**src/rtl/cpu_pkg.sv**
```systemverilog
// Shared definitions for the single-bus CPU control path: opcodes, FSM states,
// instruction classes and the control-strobe bundle. Mul/div support is gated by CU_MULDIV_EN.
package cpu_pkg;

  localparam logic [4:0] OP_LD   = 5'd0;
  localparam logic [4:0] OP_LDI  = 5'd1;
  localparam logic [4:0] OP_ST   = 5'd2;
  localparam logic [4:0] OP_ADD  = 5'd3;
  localparam logic [4:0] OP_SUB  = 5'd4;
  localparam logic [4:0] OP_AND  = 5'd5;
  localparam logic [4:0] OP_OR   = 5'd6;
  localparam logic [4:0] OP_SHR  = 5'd7;
  localparam logic [4:0] OP_SHRA = 5'd8;
  localparam logic [4:0] OP_SHL  = 5'd9;
  localparam logic [4:0] OP_ROR  = 5'd10;
  localparam logic [4:0] OP_ROL  = 5'd11;
  localparam logic [4:0] OP_ADDI = 5'd12;
  localparam logic [4:0] OP_ANDI = 5'd13;
  localparam logic [4:0] OP_ORI  = 5'd14;
  localparam logic [4:0] OP_MUL  = 5'd15;
  localparam logic [4:0] OP_DIV  = 5'd16;
  localparam logic [4:0] OP_NEG  = 5'd17;
  localparam logic [4:0] OP_NOT  = 5'd18;
  localparam logic [4:0] OP_BR   = 5'd19;
  localparam logic [4:0] OP_JR   = 5'd20;
  localparam logic [4:0] OP_IN   = 5'd22;
  localparam logic [4:0] OP_OUT  = 5'd23;
  localparam logic [4:0] OP_MFHI = 5'd24;
  localparam logic [4:0] OP_MFLO = 5'd25;
  localparam logic [4:0] OP_NOP  = 5'd26;
  localparam logic [4:0] OP_HALT = 5'd27;

  typedef enum logic [3:0] {
    S_RST, S_T0, S_T1, S_T2, S_T3, S_T4, S_T5, S_T6, S_T7, S_STOP, S_HALT
  } state_e;

  typedef enum logic [3:0] {
    C_RTYPE, C_IMM, C_LDI, C_LD, C_ST, C_UNARY, C_BR, C_JR,
    C_IN, C_OUT, C_MFHI, C_MFLO, C_MULDIV, C_NOP, C_HALT, C_ILLEGAL
  } iclass_e;

  typedef struct packed {
    logic illegalOp;
    logic pcOut;
    logic incPc;
    logic pcIn;
    logic marIn;
    logic read;
    logic write;
    logic mdrIn;
    logic mdrOut;
    logic irIn;
    logic ryIn;
    logic rzIn;
    logic rzLoOut;
    logic rzHiOut;
    logic hiIn;
    logic loIn;
    logic hiOut;
    logic loOut;
    logic cOut;
    logic gra;
    logic grb;
    logic grc;
    logic rin;
    logic rout;
    logic baOut;
    logic portIn;
    logic portOut;
  } ctrl_t;

  // Classes whose whole execute phase fits in T3 (halt is handled separately).
  function automatic logic endsAtT3(iclass_e c);
    return (c == C_JR) || (c == C_IN) || (c == C_OUT) || (c == C_MFHI) ||
           (c == C_MFLO) || (c == C_NOP) || (c == C_ILLEGAL);
  endfunction

endpackage

```
**src/rtl/cu_decode.sv**
```systemverilog
// Combinational opcode-to-instruction-class decoder.
// With CU_MULDIV_EN undefined, mul/div decode as illegal.
module cu_decode
  import cpu_pkg::*;
#(
  parameter int OPW = 5
) (
  input  logic [OPW-1:0] opcode_i,
  output iclass_e        class_o
);

  always_comb begin
    class_o = C_ILLEGAL;
    case (opcode_i)
      OP_LD:                            class_o = C_LD;
      OP_LDI:                           class_o = C_LDI;
      OP_ST:                            class_o = C_ST;
      OP_ADD, OP_SUB, OP_AND, OP_OR,
      OP_SHR, OP_SHRA, OP_SHL,
      OP_ROR, OP_ROL:                   class_o = C_RTYPE;
      OP_ADDI, OP_ANDI, OP_ORI:         class_o = C_IMM;
`ifdef CU_MULDIV_EN
      OP_MUL, OP_DIV:                   class_o = C_MULDIV;
`else
      OP_MUL, OP_DIV:                   class_o = C_ILLEGAL;
`endif
      OP_NEG, OP_NOT:                   class_o = C_UNARY;
      OP_BR:                            class_o = C_BR;
      OP_JR:                            class_o = C_JR;
      OP_IN:                            class_o = C_IN;
      OP_OUT:                           class_o = C_OUT;
      OP_MFHI:                          class_o = C_MFHI;
      OP_MFLO:                          class_o = C_MFLO;
      OP_NOP:                           class_o = C_NOP;
      OP_HALT:                          class_o = C_HALT;
      default:                          class_o = C_ILLEGAL;
    endcase
  end

endmodule

```
**src/rtl/control_unit.sv**
```systemverilog
// Hardwired Moore control unit: fetch T0-T2, per-class execute T3-T7, run/stop and halt.
// Mul/div execute sequence is enabled by CU_MULDIV_EN (via cu_decode).
module control_unit
  import cpu_pkg::*;
#(
  parameter int OPW = 5
) (
  input  logic        clock,
  input  logic        clear,
  input  logic [31:0] ir,
  input  logic        con,
  input  logic        stop,
  output logic        run,
  output logic        illegal_op,
  output logic        PCout,
  output logic        IncPC,
  output logic        PCin,
  output logic        MARin,
  output logic        Read,
  output logic        Write,
  output logic        MDRin,
  output logic        MDRout,
  output logic        IRin,
  output logic        RYin,
  output logic        RZin,
  output logic        RZLOout,
  output logic        RZHIout,
  output logic        HIin,
  output logic        LOin,
  output logic        HIout,
  output logic        LOout,
  output logic        Cout,
  output logic        gra,
  output logic        grb,
  output logic        grc,
  output logic        rin,
  output logic        rout,
  output logic        BAout,
  output logic        PORTin,
  output logic        PORTout
);

  state_e  state_q, state_d;
  iclass_e insnClass;
  ctrl_t   ctrl;
  logic    unusedIrBits;

  assign unusedIrBits = ^ir[31-OPW:0];

  cu_decode #(.OPW(OPW)) uDecode (
    .opcode_i (ir[31 -: OPW]),
    .class_o  (insnClass)
  );

  // Async clear puts the machine in RST at once, so Write and all strobes drop immediately.
  always_ff @(posedge clock or negedge clear) begin
    if (!clear) state_q <= S_RST;
    else        state_q <= state_d;
  end

  always_comb begin
    state_d = state_q;
    case (state_q)
      S_RST:  state_d = stop ? S_STOP : S_T0;
      S_T0:   state_d = S_T1;
      S_T1:   state_d = S_T2;
      S_T2:   state_d = S_T3;
      S_T3: begin
        if (insnClass == C_HALT)      state_d = S_HALT;
        else if (endsAtT3(insnClass)) state_d = stop ? S_STOP : S_T0;
        else                          state_d = S_T4;
      end
      S_T4:   state_d = (insnClass == C_UNARY) ? (stop ? S_STOP : S_T0) : S_T5;
      S_T5: begin
        if (insnClass == C_LD || insnClass == C_ST || insnClass == C_MULDIV) state_d = S_T6;
        else state_d = stop ? S_STOP : S_T0;
      end
      S_T6:   state_d = (insnClass == C_MULDIV) ? (stop ? S_STOP : S_T0) : S_T7;
      S_T7:   state_d = stop ? S_STOP : S_T0;
      S_STOP: state_d = stop ? S_STOP : S_T0;
      S_HALT: state_d = S_HALT;
      default: state_d = S_RST;
    endcase
  end

  // Strobes follow the state, refined by the IR class during execute and by con in br T5.
  always_comb begin
    ctrl = '0;
    run  = 1'b0;
    case (state_q)
      S_T0: begin
        run = 1'b1; ctrl.pcOut = 1'b1; ctrl.marIn = 1'b1; ctrl.incPc = 1'b1;
      end
      S_T1: begin
        run = 1'b1; ctrl.read = 1'b1; ctrl.mdrIn = 1'b1;
      end
      S_T2: begin
        run = 1'b1; ctrl.mdrOut = 1'b1; ctrl.irIn = 1'b1;
      end
      S_T3: begin
        run = 1'b1;
        case (insnClass)
          C_RTYPE, C_IMM: begin ctrl.grb = 1'b1; ctrl.rout = 1'b1; ctrl.ryIn = 1'b1; end
          C_LDI, C_LD, C_ST: begin ctrl.grb = 1'b1; ctrl.baOut = 1'b1; ctrl.ryIn = 1'b1; end
          C_UNARY:  begin ctrl.grb = 1'b1; ctrl.rout = 1'b1; ctrl.rzIn = 1'b1; end
          C_BR:     begin ctrl.pcOut = 1'b1; ctrl.ryIn = 1'b1; end
          C_JR:     begin ctrl.gra = 1'b1; ctrl.rout = 1'b1; ctrl.pcIn = 1'b1; end
          C_IN:     begin ctrl.portOut = 1'b1; ctrl.gra = 1'b1; ctrl.rin = 1'b1; end
          C_OUT:    begin ctrl.gra = 1'b1; ctrl.rout = 1'b1; ctrl.portIn = 1'b1; end
          C_MFHI:   begin ctrl.hiOut = 1'b1; ctrl.gra = 1'b1; ctrl.rin = 1'b1; end
          C_MFLO:   begin ctrl.loOut = 1'b1; ctrl.gra = 1'b1; ctrl.rin = 1'b1; end
          C_MULDIV: begin ctrl.gra = 1'b1; ctrl.rout = 1'b1; ctrl.ryIn = 1'b1; end
          C_ILLEGAL: ctrl.illegalOp = 1'b1;
          default: ;
        endcase
      end
      S_T4: begin
        run = 1'b1;
        case (insnClass)
          C_RTYPE:  begin ctrl.grc = 1'b1; ctrl.rout = 1'b1; ctrl.rzIn = 1'b1; end
          C_IMM, C_LDI, C_LD, C_ST, C_BR: begin ctrl.cOut = 1'b1; ctrl.rzIn = 1'b1; end
          C_UNARY:  begin ctrl.rzLoOut = 1'b1; ctrl.gra = 1'b1; ctrl.rin = 1'b1; end
          C_MULDIV: begin ctrl.grb = 1'b1; ctrl.rout = 1'b1; ctrl.rzIn = 1'b1; end
          default: ;
        endcase
      end
      S_T5: begin
        run = 1'b1;
        case (insnClass)
          C_RTYPE, C_IMM, C_LDI: begin ctrl.rzLoOut = 1'b1; ctrl.gra = 1'b1; ctrl.rin = 1'b1; end
          C_LD, C_ST: begin ctrl.rzLoOut = 1'b1; ctrl.marIn = 1'b1; end
          C_BR:       begin ctrl.rzLoOut = con; ctrl.pcIn = con; end
          C_MULDIV:   begin ctrl.rzLoOut = 1'b1; ctrl.loIn = 1'b1; end
          default: ;
        endcase
      end
      S_T6: begin
        run = 1'b1;
        case (insnClass)
          C_LD:     begin ctrl.read = 1'b1; ctrl.mdrIn = 1'b1; end
          C_ST:     begin ctrl.gra = 1'b1; ctrl.rout = 1'b1; ctrl.mdrIn = 1'b1; end
          C_MULDIV: begin ctrl.rzHiOut = 1'b1; ctrl.hiIn = 1'b1; end
          default: ;
        endcase
      end
      S_T7: begin
        run = 1'b1;
        case (insnClass)
          C_LD: begin ctrl.mdrOut = 1'b1; ctrl.gra = 1'b1; ctrl.rin = 1'b1; end
          C_ST: ctrl.write = 1'b1;
          default: ;
        endcase
      end
      default: ;
    endcase
  end

  assign illegal_op = ctrl.illegalOp;
  assign PCout      = ctrl.pcOut;
  assign IncPC      = ctrl.incPc;
  assign PCin       = ctrl.pcIn;
  assign MARin      = ctrl.marIn;
  assign Read       = ctrl.read;
  assign Write      = ctrl.write;
  assign MDRin      = ctrl.mdrIn;
  assign MDRout     = ctrl.mdrOut;
  assign IRin       = ctrl.irIn;
  assign RYin       = ctrl.ryIn;
  assign RZin       = ctrl.rzIn;
  assign RZLOout    = ctrl.rzLoOut;
  assign RZHIout    = ctrl.rzHiOut;
  assign HIin       = ctrl.hiIn;
  assign LOin       = ctrl.loIn;
  assign HIout      = ctrl.hiOut;
  assign LOout      = ctrl.loOut;
  assign Cout       = ctrl.cOut;
  assign gra        = ctrl.gra;
  assign grb        = ctrl.grb;
  assign grc        = ctrl.grc;
  assign rin        = ctrl.rin;
  assign rout       = ctrl.rout;
  assign BAout      = ctrl.baOut;
  assign PORTin     = ctrl.portIn;
  assign PORTout    = ctrl.portOut;

endmodule

```
**config.mk**
```make
export PLATFORM = sky130hd
export DESIGN_NAME = control_unit
export DESIGN_NICKNAME = d
export VERILOG_FILES = /design/src/rtl/cpu_pkg.sv /design/src/rtl/cu_decode.sv /design/src/rtl/control_unit.sv
export SDC_FILE = /design/constraint.sdc
export NUM_CORES = 1
export LEC_CHECK = 0
export ABC_CLOCK_PERIOD_IN_PS = 2230
export CORE_MARGIN = 1.5
export CORE_UTILIZATION = 30
export DETAILED_ROUTE_END_ITERATION = 10
export PLACE_DENSITY = 0.71
export SLEW_MARGIN = 20
export SYNTH_ARGS = -nofsm -noshare
export SYNTH_HDL_FRONTEND = slang
export SYNTH_SLANG_ARGS = --single-unit
```
**constraint.sdc**
```tcl
create_clock -name clock -period 2.23 [get_ports clock]
set_input_delay 0.3345 -clock clock [delete_from_list [all_inputs] [get_ports clock]]
set_output_delay 0.3345 -clock clock [all_outputs]
set_load 0.05 [all_outputs]
```
==> impl_metrics.prom <==
# TYPE chip_impl_metric gauge
chip_impl_metric{name="ys_warn_count",unit=""} 0
chip_impl_info{name="post_synth_main_area_contributors",value="sky130_fd_sc_hd__dfrtp_1, sky130_fd_sc_hd__nand2_1, sky130_fd_sc_hd__nor2_1, sky130_fd_sc_hd__ha_1, sky130_fd_sc_hd__a21oi_1"} 1
chip_impl_metric{name="place.gp.congestion",unit=""} 0.951
chip_impl_info{name="yosys_most_used_dff",value="sky130_fd_sc_hd__dfrtp_1"} 1
chip_impl_metric{name="clock_tree.htree_level_count",unit=""} 1
chip_impl_metric{name="io_buffers",unit=""} 36
chip_impl_info{name="layout.cells.most_common_list",value="sky130_fd_sc_hd__buf_4, sky130_fd_sc_hd__buf_12, sky130_fd_sc_hd__buf_6"} 1
chip_impl_info{name="timing.critical_path.to_type",value="output pin"} 1
chip_impl_metric{name="antenna_diode_count",unit=""} 0
chip_impl_info{name="outcome",value="finished, violations left"} 1
chip_impl_metric{name="synth-edff-count",unit=""} 0
chip_impl_info{name="worst_hold_path_type",value="input pin to asynchronous set/reset pin"} 1
chip_impl_metric{name="async_reset_ff_frac",unit=""} 1.00
chip_impl_metric{name="synth_area",unit="mm2"} 0.00121
chip_impl_metric{name="layout_worst_path_cycle_share",unit=""} 1.25
chip_impl_metric{name="die_height",unit="um"} 66.4
chip_impl_metric{name="finalSetupViolations",unit=""} 29
chip_impl_metric{name="cp_slowest_stage_delay",unit="ns"} 0.52
chip_impl_metric{name="initial_core_util",unit=""} 0.320
chip_impl_metric{name="initial_antenna_violation_count",unit=""} 0
chip_impl_metric{name="via_count_of_the_first_global_routing_pass",unit=""} 1827
chip_impl_info{name="layout_commonest_cell",value="sky130_fd_sc_hd__buf_4"} 1
chip_impl_info{name="yosys.area.top_type",value="sky130_fd_sc_hd__dfrtp_1"} 1
chip_impl_metric{name="post-route-util",unit=""} 0.767
chip_impl_metric{name="critical_path_peak_fanout",unit=""} 3
chip_impl_metric{name="worst_slack",unit="ns"} -0.563
chip_impl_metric{name="synth_cells",unit=""} 176
chip_impl_info{name="biggestRegsByFlops",value="state_q x4"} 1
chip_impl_metric{name="drt_wl_total",unit="um"} 6120
chip_impl_metric{name="max_reg_flops",unit=""} 4
chip_impl_metric{name="grt_util_met3",unit=""} 0.0204
chip_impl_metric{name="fmax",unit="MHz"} 358
chip_impl_metric{name="hold_viol",unit=""} 0
chip_impl_metric{name="ir_worst_vdd",unit="mV"} 0.345
chip_impl_info{name="crit_path_frequent_cell",value="sky130_fd_sc_hd__buf_12"} 1
chip_impl_metric{name="multiInputGateArea",unit="mm2"} 0.00144
chip_impl_metric{name="share_of_final_layout_standard_cells_stronger_than_drive_strength_1",unit=""} 0.664
chip_impl_metric{name="worst_slew_margin_rel",unit=""} 0.664
chip_impl_info{name="worst-setup-path-type",value="input pin to output pin"} 1
chip_impl_metric{name="timing.critical_path.buf_inv",unit=""} 3
chip_impl_metric{name="p_leak",unit="uW"} 0.00115
chip_impl_metric{name="synthDominantCellAreaShare",unit=""} 0.0829
chip_impl_metric{name="fin_total_pwr",unit="uW"} 2050
chip_impl_metric{name="drv_slew",unit=""} 0
chip_impl_info{name="timing.critical_path.max_delay_family",value="compound AO/OA/AOI/OAI gates"} 1
chip_impl_metric{name="register_area",unit="um2"} 101
chip_impl_metric{name="timing.final.crit_period",unit="ns"} 2.79
chip_impl_info{name="crit_chain",value="buf_12, inv_12, ha_4, mux2i_1, mux4_2, a311o_1, a2111oi_4, a31oi_2, nand4_1, buf_12"} 1
chip_impl_metric{name="ys_types",unit=""} 58
chip_impl_info{name="tritoncts",value="yes"} 1
chip_impl_metric{name="fp.dieW",unit="um"} 66.4
chip_impl_info{name="violations",value="negative setup slack"} 1
chip_impl_metric{name="post_drt_wl_per_cell",unit="um"} 19.0
chip_impl_metric{name="arrival",unit="ns"} 2.46
chip_impl_metric{name="core",unit="mm2"} 0.00377
chip_impl_metric{name="post-dp-hpwl",unit="um"} 3860
chip_impl_metric{name="portion_of_the_post_synthesis_area_used_by_sequential_elements",unit=""} 0.0829
chip_impl_info{name="root_buffer",value="sky130_fd_sc_hd__clkbuf_8"} 1
chip_impl_metric{name="areaGrowthSynthToFinish",unit="%"} 140
chip_impl_info{name="critical_path.slowest_cell",value="sky130_fd_sc_hd__mux4_2"} 1
chip_impl_metric{name="max_cap_violations",unit=""} 0
chip_impl_info{name="regMostFlops",value="state_q"} 1
chip_impl_metric{name="grt_usage",unit=""} 0.250
chip_impl_metric{name="clkLatencyLatePin",unit="ns"} 0.21
chip_impl_metric{name="post_synthesis_area_per_instance",unit="um2"} 6.86
chip_impl_metric{name="remaining_global_route_overflow",unit=""} 0
chip_impl_info{name="gr-max-usage-layer",value="met2"} 1
chip_impl_metric{name="grt_pass1_wl",unit="um"} 8680
chip_impl_metric{name="initialDrtViolationCount",unit=""} 181
chip_impl_metric{name="groute.layer.met2.usage",unit=""} 0.461
chip_impl_metric{name="reg2reg_depth",unit=""} 6
chip_impl_metric{name="synth_fp_nets",unit=""} 216
chip_impl_metric{name="design.final.nets",unit=""} 316
chip_impl_metric{name="clkSlewWorstSetupHoldPaths",unit="ns"} 0.03
chip_impl_metric{name="num_rows",unit=""} 22
chip_impl_info{name="cp-start-kind",value="input pin"} 1
chip_impl_metric{name="num_vias",unit=""} 1933
chip_impl_metric{name="avgViaCountPerCell",unit=""} 6.00
chip_impl_metric{name="finClkSkew",unit="ns"} 0.00335
chip_impl_metric{name="drc",unit=""} 0
chip_impl_metric{name="timing_worst_slew_pin_value",unit="ns"} 0.502
chip_impl_metric{name="drtAntennaViolNets",unit=""} 0
chip_impl_info{name="rsz0062_at_grt",value="yes"} 1
chip_impl_metric{name="top_level_ports",unit=""} 64
chip_impl_metric{name="number_of_fillers_in_the_final_layout",unit=""} 228
chip_impl_metric{name="powerDensity",unit="mW/mm2"} 709
chip_impl_metric{name="pin_count_of_the_biggest_net_entering_global_routing",unit=""} 12
chip_impl_metric{name="clkSinkCount",unit=""} 4
chip_impl_metric{name="cts_inserted_buffers",unit=""} 3
chip_impl_metric{name="router_iterations_before_antenna_repair",unit=""} 5
chip_impl_metric{name="grt_util_met1",unit=""} 0.319
chip_impl_metric{name="worstPathRequired",unit="ns"} 1.90
chip_impl_metric{name="synth-seq-cells",unit=""} 4
chip_impl_metric{name="cts-root-to-sink-buffers",unit=""} 2
chip_impl_metric{name="critical_path_depth",unit=""} 10
chip_impl_metric{name="dieArea",unit="mm2"} 0.00441
[worst register-to-register path, cell delays in order, from the launching register on]
cell                       delay, ns
sky130_fd_sc_hd__dfrtp_1        0.46
sky130_fd_sc_hd__nand2b_1       0.23
sky130_fd_sc_hd__nor3_2         0.40
sky130_fd_sc_hd__buf_4          0.25
sky130_fd_sc_hd__a41o_1         0.23
sky130_fd_sc_hd__and2_1         0.18
sky130_fd_sc_hd__a311o_1        0.14
[layer usage]
metal / vias up / wire length (um)
met3: 30 / 343
met1: 940 / 2400
met4: 0 / 369
met5: - / 0
met2: 104 / 3010
li1: 859 / -
[kinds of logic (layout without fill, tap and decap cells)]
family	Yosys count	in the layout	share of synthesized area
compound gates	51	51	0.316
xor+xnor	1	1	0.00726
fa+ha+maj	4	4	0.0415
buf+inv	17	115	0.0746
flops	4	4	0.0829
mux	5	5	0.0642
simple gates	94	94	0.413
[per-stage QoR]
| stage | worst slack (ns) | hold WS, ns | instance area [um2] | TNS [ns] | cells |
|---|---|---|---|---|---|
| after CTS | -0.583 | 0.320 | 2710 | -10.04 | 319 |
| after floorplan | -0.445 | 0.0389 | 1490 | -3.38 | 176 |
| after global placement | -0.964 | 0.546 | 2460 | -22.14 | 307 |
| after detailed placement | -1.09 | 0.546 | 2460 | -24.17 | 307 |
| after global routing | -0.622 | 0.343 | 2890 | -12.11 | 322 |
| final | -0.563 | 0.328 | 2890 | -10.96 | 322 |
[power by group]
group	internal, uW	total [uW]	switching (uW)	leakage, uW
sequential	107	155	48.1	0.0000489
clock	115	148	33.3	0.0000216
combinational	752	1750	997	0.00108
total	973	2050	1080	0.00115
[cells in the mapped netlist (all sizes together) (2+ instances only)]
| cell type | count |
|---|---|
| a31oi | 2 |
| clkbuf | 6 |
| mux4 | 2 |
| ha | 4 |
| o221ai | 2 |
| or3 | 4 |
| nand2 | 20 |
| o21ai | 10 |
| o211ai | 5 |
| nand2b | 8 |
| and2 | 5 |
| or2 | 2 |
| nand4 | 5 |
| nor3 | 10 |
| a21oi | 10 |
| nor2b | 6 |
| nor2 | 20 |
| inv | 5 |
| dfrtp | 4 |
| nand3 | 8 |
| buf | 6 |
| nor3b | 3 |
| mux2 | 2 |
| a311o | 2 |
| o22ai | 3 |
[layout make-up]
type | count | share of cell area
Clock buffer | 3 | 0.0143
Multi-Input combinational cell | 155 | 0.496
Inverter | 5 | 0.0134
Sequential cell | 4 | 0.0350
Tap cell | 48 | 0.0208
Timing Repair Buffer | 107 | 0.421
[timing repair]
item                       in CTS  in global routing
gates resized for setup        51                 48
setup buffers                   8                  7
pin swaps                      13                 16
gates cloned                    1                  0
hold buffers                    0                  0
setup endpoints to repair      29                 29
[worst paths after layout]
kind,slack (ns),from,end
hold reg to reg,0.73,state_q[2]$_DFF_PN0_,state_q[0]$_DFF_PN0_
setup / recovery,-0.56,ir[27],gra
hold / removal,0.33,clear,state_q[0]$_DFF_PN0_
max in group asynchronous,1.71,clear,state_q[2]$_DFF_PN0_
min in group clock,0.73,state_q[2]$_DFF_PN0_,state_q[0]$_DFF_PN0_
setup reg to reg,0.26,state_q[3]$_DFF_PN0_,state_q[3]$_DFF_PN0_
No activity file was read; power rests on OpenSTA's default activity.
==> variant (same flow settings) <==
Add an input register stage for `ir`, `con` and `stop`, without a reset; this delays them by one clock.
--- a/src/rtl/control_unit.sv
+++ b/src/rtl/control_unit.sv
@@ -41,4 +41,14 @@
 );
 
+  logic [31:0] ir_q;
+  logic con_q;
+  logic stop_q;
+
+  always_ff @(posedge clock) begin
+    ir_q   <= ir;
+    con_q  <= con;
+    stop_q <= stop;
+  end
+
   state_e  state_q, state_d;
   iclass_e insnClass;
@@ -46,8 +56,8 @@
   logic    unusedIrBits;
 
-  assign unusedIrBits = ^ir[31-OPW:0];
+  assign unusedIrBits = ^ir_q[31-OPW:0];
 
   cu_decode #(.OPW(OPW)) uDecode (
-    .opcode_i (ir[31 -: OPW]),
+    .opcode_i (ir_q[31 -: OPW]),
     .class_o  (insnClass)
   );
@@ -62,5 +72,5 @@
     state_d = state_q;
     case (state_q)
-      S_RST:  state_d = stop ? S_STOP : S_T0;
+      S_RST:  state_d = stop_q ? S_STOP : S_T0;
       S_T0:   state_d = S_T1;
       S_T1:   state_d = S_T2;
@@ -68,15 +78,15 @@
       S_T3: begin
         if (insnClass == C_HALT)      state_d = S_HALT;
-        else if (endsAtT3(insnClass)) state_d = stop ? S_STOP : S_T0;
+        else if (endsAtT3(insnClass)) state_d = stop_q ? S_STOP : S_T0;
         else                          state_d = S_T4;
       end
-      S_T4:   state_d = (insnClass == C_UNARY) ? (stop ? S_STOP : S_T0) : S_T5;
+      S_T4:   state_d = (insnClass == C_UNARY) ? (stop_q ? S_STOP : S_T0) : S_T5;
       S_T5: begin
         if (insnClass == C_LD || insnClass == C_ST || insnClass == C_MULDIV) state_d = S_T6;
-        else state_d = stop ? S_STOP : S_T0;
+        else state_d = stop_q ? S_STOP : S_T0;
       end
-      S_T6:   state_d = (insnClass == C_MULDIV) ? (stop ? S_STOP : S_T0) : S_T7;
-      S_T7:   state_d = stop ? S_STOP : S_T0;
-      S_STOP: state_d = stop ? S_STOP : S_T0;
+      S_T6:   state_d = (insnClass == C_MULDIV) ? (stop_q ? S_STOP : S_T0) : S_T7;
+      S_T7:   state_d = stop_q ? S_STOP : S_T0;
+      S_STOP: state_d = stop_q ? S_STOP : S_T0;
       S_HALT: state_d = S_HALT;
       default: state_d = S_RST;
@@ -130,5 +140,5 @@
           C_RTYPE, C_IMM, C_LDI: begin ctrl.rzLoOut = 1'b1; ctrl.gra = 1'b1; ctrl.rin = 1'b1; end
           C_LD, C_ST: begin ctrl.rzLoOut = 1'b1; ctrl.marIn = 1'b1; end
-          C_BR:       begin ctrl.rzLoOut = con; ctrl.pcIn = con; end
+          C_BR:       begin ctrl.rzLoOut = con_q; ctrl.pcIn = con_q; end
           C_MULDIV:   begin ctrl.rzLoOut = 1'b1; ctrl.loIn = 1'b1; end
           default: ;
Check against the original RTL: not equivalent (a bounded check fails within 4 cycles, from zero or initial values).
==> variant against the unedited design <==
- non-clock buffer count decreased by 53
- sequential cell count increased by 6
- hold slack got worse by 0.025 ns
- synthesized area increased by 3.5%
- cell count decreased by 15%
- wire length decreased by 36%
- final area decreased by 26%
- power increased by 0.89%
- register-to-register slack improved by 0.23 ns
- worst setup slack improved by 0.58 ns
==> variant: results (changes against the unedited design) <==
synthesis:
  async_reset_ff_frac: 0.400  # -0.600
  synth_common_cells: "21 x nor2_1, 20 x a21oi_1, 13 x nor3_1, 13 x o21ai_0, 10 x inv_1"
  yosysWarnings: 0  # unchanged
  synth_top_area_frac: 0.0961  # +0.0132
  synth_ff_type: "dfxtp_1"
  synthTopCellsByArea: "dfxtp_1 9.6%, a21oi_1 8.0%, dfrtp_1 8.0%, nor2_1 6.3%, nor3_1 5.2%"
  yosysSeqAreaShare: 0.176  # +0.0933
  synth_cell_types: 48  # -17%
  synth.net_count: 225  # +4.2%
route:
  dr.first_iter.drc_count: 186  # +2.8%
  dr.pass1.iters: 4  # -1
  viasPerCell: 5.63  # -6.2%
  routedWlPerCell_um: 14.4  # -24%
sta:
  relSlewSlack: 0.703  # +0.0395
  finalCritPeriodShare: 0.990  # -0.262
  clock_skew_ns: 0.000562  # -0.00279 ns
worst_setup_path:
  crit_start: "state_q[1]$_DFF_PN0_"
  slowest_delay_ns: 0.40  # -0.12 ns
  critPathArrivalTime_ns: 1.87  # -0.59 ns
  rrSetupSlack_ns: 0.49  # +0.23 ns
  reg2reg_to: "state_q[1]$_DFF_PN0_"
  cp_slowest_cell: "dfrtp_1"
  rr_worst_depth: 6  # unchanged
  crit_end: "rin"
  cp_max_fo: 22  # +19
  reg2reg_from: "uDecode.class_o[2]$_DFF_P_"
  critPathTopFamily: "buffers and inverters"
placement:
  pre_cts_ws_ns: 0.190  # +1.28 ns
  gp_congestion: 0.949  # -0.17%
  placed_area_sq_um: 2060  # -16%
  dpl.hpwl_um: 3050  # -21%
  place.port_buffers: 36  # unchanged
global_route:
  antenna_found_initial: 0  # unchanged
  grt_max_degree: 24  # +12
  grt_usage: 0.183  # -0.0678
  grt_pass1_vias: 1386  # -24%
  grt_pass1_wl_um: 6470  # -26%
  grt.overflow.total: 0  # unchanged
power:
  cellLeakagePower_nw: 0.823  # -28%
  peakVddDrop_uv: 428  # +24%
cts:
  clkLatencyLatePin_ns: 0.23  # +0.02 ns
  cts_buffers: 3  # unchanged
  clockBufferDepth: 2  # unchanged
  root_buffer: "clkbuf_8"
  htreeDepth: 1  # unchanged
  cts_setup_buffers: 0  # -8
  clk_pin_slew_worst_paths_ns: 0.04
final_layout:
  n_antenna_cell: 0  # unchanged
  fin_nets: 264  # -16%
  drive_above_1_share: 0.309  # -0.355
  fillCellCount: 364  # +60%
status:
  status: "finished, final reports clean"
hold_path:
  hold_class: "input port to asynchronous set/reset pin"
## variant: changes by cell type in the layout (fill, tap and decap cells not counted), sizes merged, moves of 5 or more
cell	unedited run	this run
a21oi	10	20
nand3	8	2
dfxtp	0	6
clkdlybuf4s50	3	8
nand2	20	9
inv	5	10
buf	102	46
## variant: timing repair
| action | in CTS | in global routing |
|---|---|---|
| endpoints found under the setup margin | 3 | 15 |
| resized for setup | 2 | 6 |
| hold buffers | 0 | 0 |
## variant: power by group
part / internal (W) / leakage, nW / switching, W
logic: 0.000713 / 0.699 / 0.000893
clock network: 0.000124 / 0.0228 / 0.0000609
registers: 0.000225 / 0.101 / 0.0000529
total: 0.00106 / 0.823 / 0.00101
## variant: layout make-up
type                    count  area, sq um  share of cell area
clock buffers               4         45.0              0.0211
inverters                  10         37.5              0.0176
multi-input cells         145          963               0.452
flip-flops and latches     10          223               0.104
well taps                  50         62.6              0.0293
repair buffers             54          801               0.376
## variant: metrics by stage
stage / hold slack (ns) / cells / TNS (ns)
after detailed placement: 0.521 / 269 / 0
after global routing: 0.307 / 273 / -0.262
final: 0.303 / 273 / 0
after CTS: 0.301 / 273 / 0
after global placement: 0.509 / 269 / 0
after floorplan: 0.0389 / 185 / -0.135
## variant: cell families (layout without fill, tap and decap cells)
logic type | count (synthesis) | in the layout | synth area share
xor+xnor | 1 | 1 | 0.00701
flops | 10 | 10 | 0.176
buf+inv | 30 | 68 | 0.107
mux | 3 | 3 | 0.0240
fa+ha+maj | 4 | 4 | 0.0400
compound gates | 59 | 59 | 0.307
simple gates | 78 | 78 | 0.338
## variant: layer usage
layer	wire length (um)	share of wire	track usage	vias to the layer above
met3	230	0.058	0.0200	10
met2	2100	0.53	0.326	74
met1	1520	0.39	0.224	707
met5	0	0	0	-
li1	-	-	-	746
met4	80	0.020	0.0638	0
